### config.mk
export PLATFORM = sky130hd
export DESIGN_NAME = regfile_reader
export DESIGN_NICKNAME = d
export VERILOG_FILES = /design/src/rtl/regfile_pkg.sv /design/src/rtl/regfile_fwd_capture.sv /design/src/rtl/regfile_reader.sv
export SDC_FILE = /design/constraint.sdc
export NUM_CORES = 1
export LEC_CHECK = 0
export BUFFER_PORTS_ARGS = -buffer_cell sky130_fd_sc_hd__buf_2
export CORE_UTILIZATION = 30
export DETAILED_ROUTE_END_ITERATION = 7
export PLACE_DENSITY = 0.63
export REMOVE_ABC_BUFFERS = 1
export SETUP_SLACK_MARGIN = 0.4
export SLEW_MARGIN = 20
export SYNTH_ARGS = -nofsm -noshare
export SYNTH_HDL_FRONTEND = slang
export SYNTH_SLANG_ARGS = --single-unit
### constraint.sdc
create_clock -name clk -period 3.1 [get_ports clk]
set_input_delay 0.775 -clock clk [delete_from_list [all_inputs] [get_ports clk]]
set_output_delay 0.775 -clock clk [all_outputs]
set_load 0.01 [all_outputs]
### src/rtl/regfile_pkg.sv
// rtl/regfile_pkg.sv - shared widths and state encoding for the register-file sweep reader
// Purpose: default data width, register count, index width and FSM state type.
// Ports: none (package).
package regfile_pkg;
  localparam int DEF_XLEN = 64;
  localparam int DEF_NREG = 32;
  localparam int IDX_W    = $clog2(DEF_NREG);

  typedef enum logic [2:0] {
    IDLE,
    READ,
    EMIT0,
    EMIT1,
    DONE
  } state_t;
endpackage

### src/rtl/regfile_fwd_capture.sv
// rtl/regfile_fwd_capture.sv - one buffered register entry with write forwarding and snoop update
// Purpose: holds one (index, data) pair read from the register file and keeps it coherent
//          with writes that land while it is held.
// Ports: clk, rst (sync, active-high); capture/cap_index/rd_data load a new entry;
//        write_en/write_register/write_data snoop the register-file write port;
//        index/data present the held entry.
module regfile_fwd_capture
  import regfile_pkg::*;
#(
  parameter int XLEN = DEF_XLEN
) (
  input  logic             clk,
  input  logic             rst,
  input  logic             capture,
  input  logic [IDX_W-1:0] cap_index,
  input  logic [XLEN-1:0]  rd_data,
  input  logic             write_en,
  input  logic [IDX_W-1:0] write_register,
  input  logic [XLEN-1:0]  write_data,
  output logic [IDX_W-1:0] index,
  output logic [XLEN-1:0]  data
);

  always_ff @(posedge clk) begin
    if (rst) begin
      index <= '0;
      data  <= '0;
    end else if (capture) begin
      index <= cap_index;
      // A write landing in the capture cycle is not yet visible on rd_data.
      data  <= (write_en && (write_register == cap_index)) ? write_data : rd_data;
    end else if (write_en && (write_register == index)) begin
      data <= write_data;
    end
  end

endmodule

### src/rtl/regfile_reader.sv
// rtl/regfile_reader.sv - sweeps a register range in pairs and streams (index, data) beats
// Purpose: on start, reads registers first_reg..last_reg (wrapping), emits each on the
//          out_* stream with backpressure, and accumulates an XOR checksum.
// Ports: clk, rst (sync, active-high); start/first_reg/last_reg request a sweep;
//        read_register_1/2 and read_data_1/2 drive the register-file read ports;
//        write_en/write_register/write_data snoop the write port;
//        out_valid/out_ready/out_index/out_data form the output stream;
//        busy, done (one-cycle pulse) and checksum report status.
module regfile_reader
  import regfile_pkg::*;
#(
  parameter int XLEN = DEF_XLEN,
  parameter int NREG = DEF_NREG
) (
  input  logic             clk,
  input  logic             rst,
  input  logic             start,
  input  logic [IDX_W-1:0] first_reg,
  input  logic [IDX_W-1:0] last_reg,
  output logic [IDX_W-1:0] read_register_1,
  output logic [IDX_W-1:0] read_register_2,
  input  logic [XLEN-1:0]  read_data_1,
  input  logic [XLEN-1:0]  read_data_2,
  input  logic             write_en,
  input  logic [IDX_W-1:0] write_register,
  input  logic [XLEN-1:0]  write_data,
  output logic             out_valid,
  input  logic             out_ready,
  output logic [IDX_W-1:0] out_index,
  output logic [XLEN-1:0]  out_data,
  output logic             busy,
  output logic             done,
  output logic [XLEN-1:0]  checksum
);

  localparam logic [IDX_W-1:0] LAST_IDX = IDX_W'(NREG - 1);
  localparam logic [IDX_W:0]   REM_ONE  = (IDX_W + 1)'(1);

  function automatic logic [IDX_W-1:0] inc_idx(input logic [IDX_W-1:0] i);
    return (i == LAST_IDX) ? '0 : i + IDX_W'(1);
  endfunction

  state_t           state;
  logic [IDX_W-1:0] idx;
  logic [IDX_W:0]   remaining;
  logic [IDX_W-1:0] buf0_index, buf1_index;
  logic [XLEN-1:0]  buf0_data, buf1_data;
  logic             capture;

  assign capture = (state == READ);

  regfile_fwd_capture #(.XLEN(XLEN)) u_buf0 (
    .clk           (clk),
    .rst           (rst),
    .capture       (capture),
    .cap_index     (read_register_1),
    .rd_data       (read_data_1),
    .write_en      (write_en),
    .write_register(write_register),
    .write_data    (write_data),
    .index         (buf0_index),
    .data          (buf0_data)
  );

  regfile_fwd_capture #(.XLEN(XLEN)) u_buf1 (
    .clk           (clk),
    .rst           (rst),
    .capture       (capture),
    .cap_index     (read_register_2),
    .rd_data       (read_data_2),
    .write_en      (write_en),
    .write_register(write_register),
    .write_data    (write_data),
    .index         (buf1_index),
    .data          (buf1_data)
  );

  // Read addresses are loaded on entry to READ so they are pure registers,
  // holding their last value everywhere else and never depending on out_ready.
  always_ff @(posedge clk) begin
    if (rst) begin
      state           <= IDLE;
      idx             <= '0;
      remaining       <= '0;
      checksum        <= '0;
      read_register_1 <= '0;
      read_register_2 <= '0;
    end else begin
      case (state)
        IDLE: begin
          if (start) begin
            idx             <= first_reg;
            remaining       <= {1'b0, IDX_W'(last_reg - first_reg)} + REM_ONE;
            checksum        <= '0;
            read_register_1 <= first_reg;
            read_register_2 <= inc_idx(first_reg);
            state           <= READ;
          end
        end
        READ: state <= EMIT0;
        EMIT0: begin
          if (out_ready) begin
            checksum  <= checksum ^ buf0_data;
            remaining <= remaining - REM_ONE;
            state     <= (remaining == REM_ONE) ? DONE : EMIT1;
          end
        end
        EMIT1: begin
          if (out_ready) begin
            checksum  <= checksum ^ buf1_data;
            remaining <= remaining - REM_ONE;
            idx       <= inc_idx(inc_idx(idx));
            if (remaining == REM_ONE) begin
              state <= DONE;
            end else begin
              read_register_1 <= inc_idx(inc_idx(idx));
              read_register_2 <= inc_idx(inc_idx(inc_idx(idx)));
              state           <= READ;
            end
          end
        end
        DONE:    state <= IDLE;
        default: state <= IDLE;
      endcase
    end
  end

  assign out_valid = (state == EMIT0) || (state == EMIT1);
  assign out_index = (state == EMIT1) ? buf1_index : buf0_index;
  assign out_data  = (state == EMIT1) ? buf1_data : buf0_data;
  assign busy      = (state != IDLE);
  assign done      = (state == DONE);

endmodule

==> run summary, run 1 <==
Status - finished clean
Yosys top cell area share - 40.8%
Final-report hold violation count - 0
Worst endpoint required time - 2320 ps
Ports - 358
Total GRT Usage - 19.2%
Layout net count - 1915
Area growth from synthesis to final layout - 37.8%
Critical Path End Type - output port
Max clock buf depth - 3
Clk_lat worst skew - 550 ps
Initial antenna violation count - 3
Top cell type by total area after synthesis - dfxtp_1
Post-Syn Area - 11100 um2
Port-buffer cells - 357
Util after Layout - 41.8%
Skew final - 17.8 ps
Leakage power - 6.73 nW
Pre-CTS setup slack - 130 ps
Initial drt markers - 523
Slew Viols, Final - 0
F_max - 365 MHz
Wirelength, routed - 38.8 mm
CTS sink cnt - 226
Worst Setup Slack, final - 363 ps
Via Count - 10900
TritonCTS Buffers - 27
First-pass GRT wire length - 58.2 mm
Fin crit share - 88.3%
Routed len/inst - 17.8 um
Most frequent cell after synthesis - nand2_1
CP Launch Type - register
Main synth FF type - dfxtp_1
Initial Utilization - 30.3%
FF+latch area - 4540 um2
CP Class - register to output port
Unique cell type count in the Yosys netlist - 55
Worst EP arrival - 1960 ps
RSZ-0062 raised after global routing - yes
Die height - 194 um
Clock-pin slew on the worst setup and hold paths - 60 ps
Drt drc - 0
Vias per cell - 5.00
CTS Root Cell - clkbuf_16
Area of the multi-input gates - 6330 um2
Number of global-route vias before repair - 10500
Final HPWL from detailed placement - 24.5 mm
Top cells by area, synth - dfxtp_1 41%, nand2_1 13%, a311oi_1 11%
Die X-Extent - 194 um
Pin count of the biggest net entering global routing - 81
Worst VDD drop - 0.000341 V
Maxcap violations - 0
Sum Neg Setup Slack - 0 ps
DRT Pass-1 Iters - 5
Gpl congestion - 0.829
Crit path time final - 2740 ps
Synth cell count leaders - 370 x nand2_1, 226 x dfxtp_1, 220 x nor2_1
Ys async rst share - 0%
Worst Hold Class - register to register
H-tree lvl count - 1
Post-synth EDFFs - 0
Synth Register Bits - 226
Post-Syn Area per Cell - 8.13 um2
Pwr/cell area - 597 nW/um2
Max-slew headroom - 58.3%
Die Area - 37700 um2
Grt ovf - 0
Worst slew pin tran - 625 ps
Rows - 70
Antenna Nets Post-Route - 0
Yosys warns - 0
Post-synthesis sequential area ratio - 40.8%
Gate Count Post-Synth - 1363
# setup viols final - 0
CTS tree - built
Fill count - 3629
Worst Path Max Fanout - 12
Layout cell share with drive strength beyond 1 - 32.0%
Core area - 36500 um2
-- worst max-delay path: stages (launching register included) --
cell	delay, ps
dfxtp_4	420
nand3b_1	150
buf_6	190
clkbuf_16	180
mux2_4	340
buf_6	130
-- registers in the layout, indices dropped and copies added (netlist names) --
signal	flops
read_register_2	5
u_buf1.index	5
u_buf0.index	5
read_register_1	5
checksum	64
idx	5
state	3
u_buf0.data	64
u_buf1.data	64
remaining	6
-- kinds of logic (layout without fill, tap and decap cells) --
group                    Yosys count  in the layout  share of synthesized area [%]
other                              0              4                              0
adder cells (fa/ha/maj)           16             16                           1.87
XOR/XNOR                          97             97                           7.67
AO/OA/AOI/OAI                    194            194                           14.5
AND/OR/NAND/NOR                  638            639                           23.0
flip-flops                       226            226                           40.8
multiplexers                      71             71                           7.13
buffers and inverters            121            465                           5.09
-- metrics by stage --
stage	cells	power [mW]	cell area (um2)	hold WS (ps)
final	2180	9.11	15300	485
after detailed placement	2101	5.34	13300	480
after global routing	2178	9.55	15300	469
after CTS	2160	8.98	14500	462
after floorplan	1254	4.63	10600	449
after global placement	2101	5.30	13300	472
-- path summary, 6_finish.rpt --
kind / to / slack [ps] / startpoint / cells after the start
setup / recovery: out_data[8] / 360 / state[1] / 5
hold / removal: remaining[1] / 480 / remaining[1] / 2
setup reg to reg: read_register_2[2] / 480 / idx[0] / 13
hold reg to reg: remaining[1] / 480 / remaining[1] / 2
-- report_power, final --
group          internal [mW]  leakage [nW]  switching [mW]
sequential              3.19          1.85           0.183
clock                   2.25         0.492            1.34
combinational          0.959          4.39            1.19
total                   6.40          6.73            2.71
-- placed cells by master (no fill, tap or decap), types with 25 or more instances in the layout --
| cell type | n |
|---|---|
| nand2_1 | 370 |
| buf_2 | 305 |
| dfxtp_1 | 221 |
| nor2_1 | 219 |
| a311oi_1 | 133 |
| xor2_1 | 78 |
| mux2_4 | 57 |
| buf_6 | 54 |
| clkbuf_16 | 31 |
| buf_4 | 25 |
-- routing by layer --
metal	vias to the layer above	share of wire, %	track usage, %
li1	5296	-	-
met1	5136	44	24.8
met2	395	46	32.0
met3	67	6.6	3.67
met4	0	3.0	6.50
met5	-	0	0
-- repair_timing --
item                       CTS  global route
setup buffers                5            12
setup endpoints to repair   73            67
gates resized for setup     25           127
pin swaps                    5             8
hold buffers                 0             0
cloned                       4             4
-- final cells by class --
class | count | share of cell area (%)
Antenna cell | 4 | 0.0655
Clock buffer | 32 | 4.74
Clock inverter | 18 | 1.82
Inverter | 12 | 0.303
Multi-Input combinational cell | 1017 | 41.5
Sequential cell | 226 | 29.8
Tap cell | 468 | 3.83
Timing Repair Buffer | 403 | 18.0
Note: power is estimated with default switching activity, not from simulation.
==> inputs of run 2 (changes only) <==
Settings changed: RECOVER_POWER from default to 100.
==> run summary, run 2 (synthesis gave the netlist of run 1 again) <==
Port-buffer cells - 357
Status - finished clean
Most frequent cells in the layout - 370 x nand2_1, 226 x buf_2, 222 x dfxtp_1
Fill count - 3718
Ports - 358
Drt drc - 0
CP Launch Type - register
Worst slew pin tran - 1200 ps
Worst EP arrival - 2100 ps
DP Cell Count - 2101
Pwr/cell area - 604 nW/um2
Slew Viols, Final - 0
Most common cell after layout, fill and taps aside - nand2_1
CP max-delay cell - and3b_1
Core area - 36500 um2
Leakage power - 6.25 nW
DRT Pass-1 Iters - 5
Clock-pin slew on the worst setup and hold paths - 60 ps
TritonCTS Buffers - 27
First-pass GRT wire length - 58.2 mm
Max incr delay on CP - 580 ps
Pint - 6.31 mW
Clk_lat worst skew - 550 ps
Skew final - 21.2 ps
Sum Neg Setup Slack - 0 ps
Initial drt markers - 499
Layout cell share with drive strength beyond 1 - 24.8%
Vias per cell - 5.01
Initial antenna violation count - 3
Worst endpoint required time - 2320 ps
H-tree lvl count - 1
Gpl congestion - 0.829
Initial Utilization - 30.3%
Worst Hold Class - register to register
Via Count - 10900
Antenna Nets Post-Route - 0
Maxcap violations - 0
Die height - 194 um
CTS sink cnt - 226
Number of global-route vias before repair - 10500
Max-slew headroom - 19.1%
Pin count of the biggest net entering global routing - 81
Util after Layout - 40.9%
RSZ-0062 raised after global routing - yes
Layout net count - 1915
Total GRT Usage - 19.2%
Crit path cell chain - and3b_1 -> mux2_2 -> buf_2
Critical Path End Type - output port
Final-report hold violation count - 0
CP Class - register to output port
Sequential cell fraction of total power - 37.4%
Max clock buf depth - 3
Overall power - 9.01 mW
Rows - 70
Worst Setup Slack, final - 221 ps
Area growth from synthesis to final layout - 34.6%
Routed len/inst - 17.8 um
# setup viols final - 0
Min Hold Slack - 484 ps
Pre-CTS setup slack - 130 ps
Largest regs - checksum: 64 flops, u_buf0.data: 64 flops, u_buf1.data: 64 flops
Crit path time final - 2880 ps
Post-route insts no fill - 2179
Combinational share of power - 22.8%
CTS Root Cell - clkbuf_16
Grt ovf - 0
Psw - 2.70 mW
F_max - 347 MHz
Die X-Extent - 194 um
Wirelength, routed - 38.7 mm
Die Area - 37700 um2
Clk pwr share - 39.9%
Fin crit share - 92.9%
Cts hold-fix bufs - 0
Worst VDD drop - 0.000340 V
CTS tree - built
DP Area - 13300 um2
Final HPWL from detailed placement - 24.5 mm
Design area - 14900 um2
Switching share of power - 30.0%
Worst Path Max Fanout - 12
[run 2: cell count changes in the layout (fill, tap and decap cells not counted), moves of 3 or more]
cell / change
buf_4: -5
buf_12: -3
a21oi_1: +3
clkbuf_1: +80
mux2_4: -36
mux2_1: +36
clkbuf_4: +4
buf_2: -79
clkbuf_2: +4
[run 2: cell type report]
type | instances | area (um2) | share of cell area (%)
antenna | 3 | 7.51 | 0.0503
clock buffer | 32 | 724 | 4.85
clock inverter | 18 | 278 | 1.86
inverter | 12 | 46.3 | 0.310
multi-input combinational | 1017 | 6140 | 41.2
sequential | 226 | 4540 | 30.4
tap | 468 | 586 | 3.92
timing repair buffer | 403 | 2600 | 17.4
[run 2: worst max-delay path: cells and delay by family, from the launching register on]
kind                   cells  cell delay, ps
AND/OR/NAND/NOR            1             580
flip-flops                 1             420
multiplexers               1             420
buffers and inverters      1             140
[run 2: power by group through the flow]
stage	sequential [mW]	combinational, mW	clock [mW]
global route	3.40	2.26	3.77
floorplan	3.41	1.23	0
global placement	3.41	1.90	0
finish	3.37	2.05	3.59
CTS	3.36	1.96	3.66
detailed placement	3.42	1.93	0
[run 2: worst paths after layout]
kind           startpoint                 end  cells past startpoint  slack, ps
min reg2reg  remaining[1]        remaining[1]                      2        480
max              state[1]        out_data[53]                      3        220
min          remaining[1]        remaining[1]                      2        480
max reg2reg        idx[1]  read_register_2[2]                     13        390
[run 2: metal layers]
layer	share of wire, %	track usage [%]
met1	44	24.8
met2	46	32.0
met3	6.5	3.67
met4	3.2	6.50
met5	0	0
[run 2: timing repair]
item,4_1_cts,5_1_grt
hold endpoints to repair,0,0
resized for setup,25,127
endpoints found under the setup margin,73,67
gates cloned,4,4
setup buffers,5,12
pin swaps,5,8
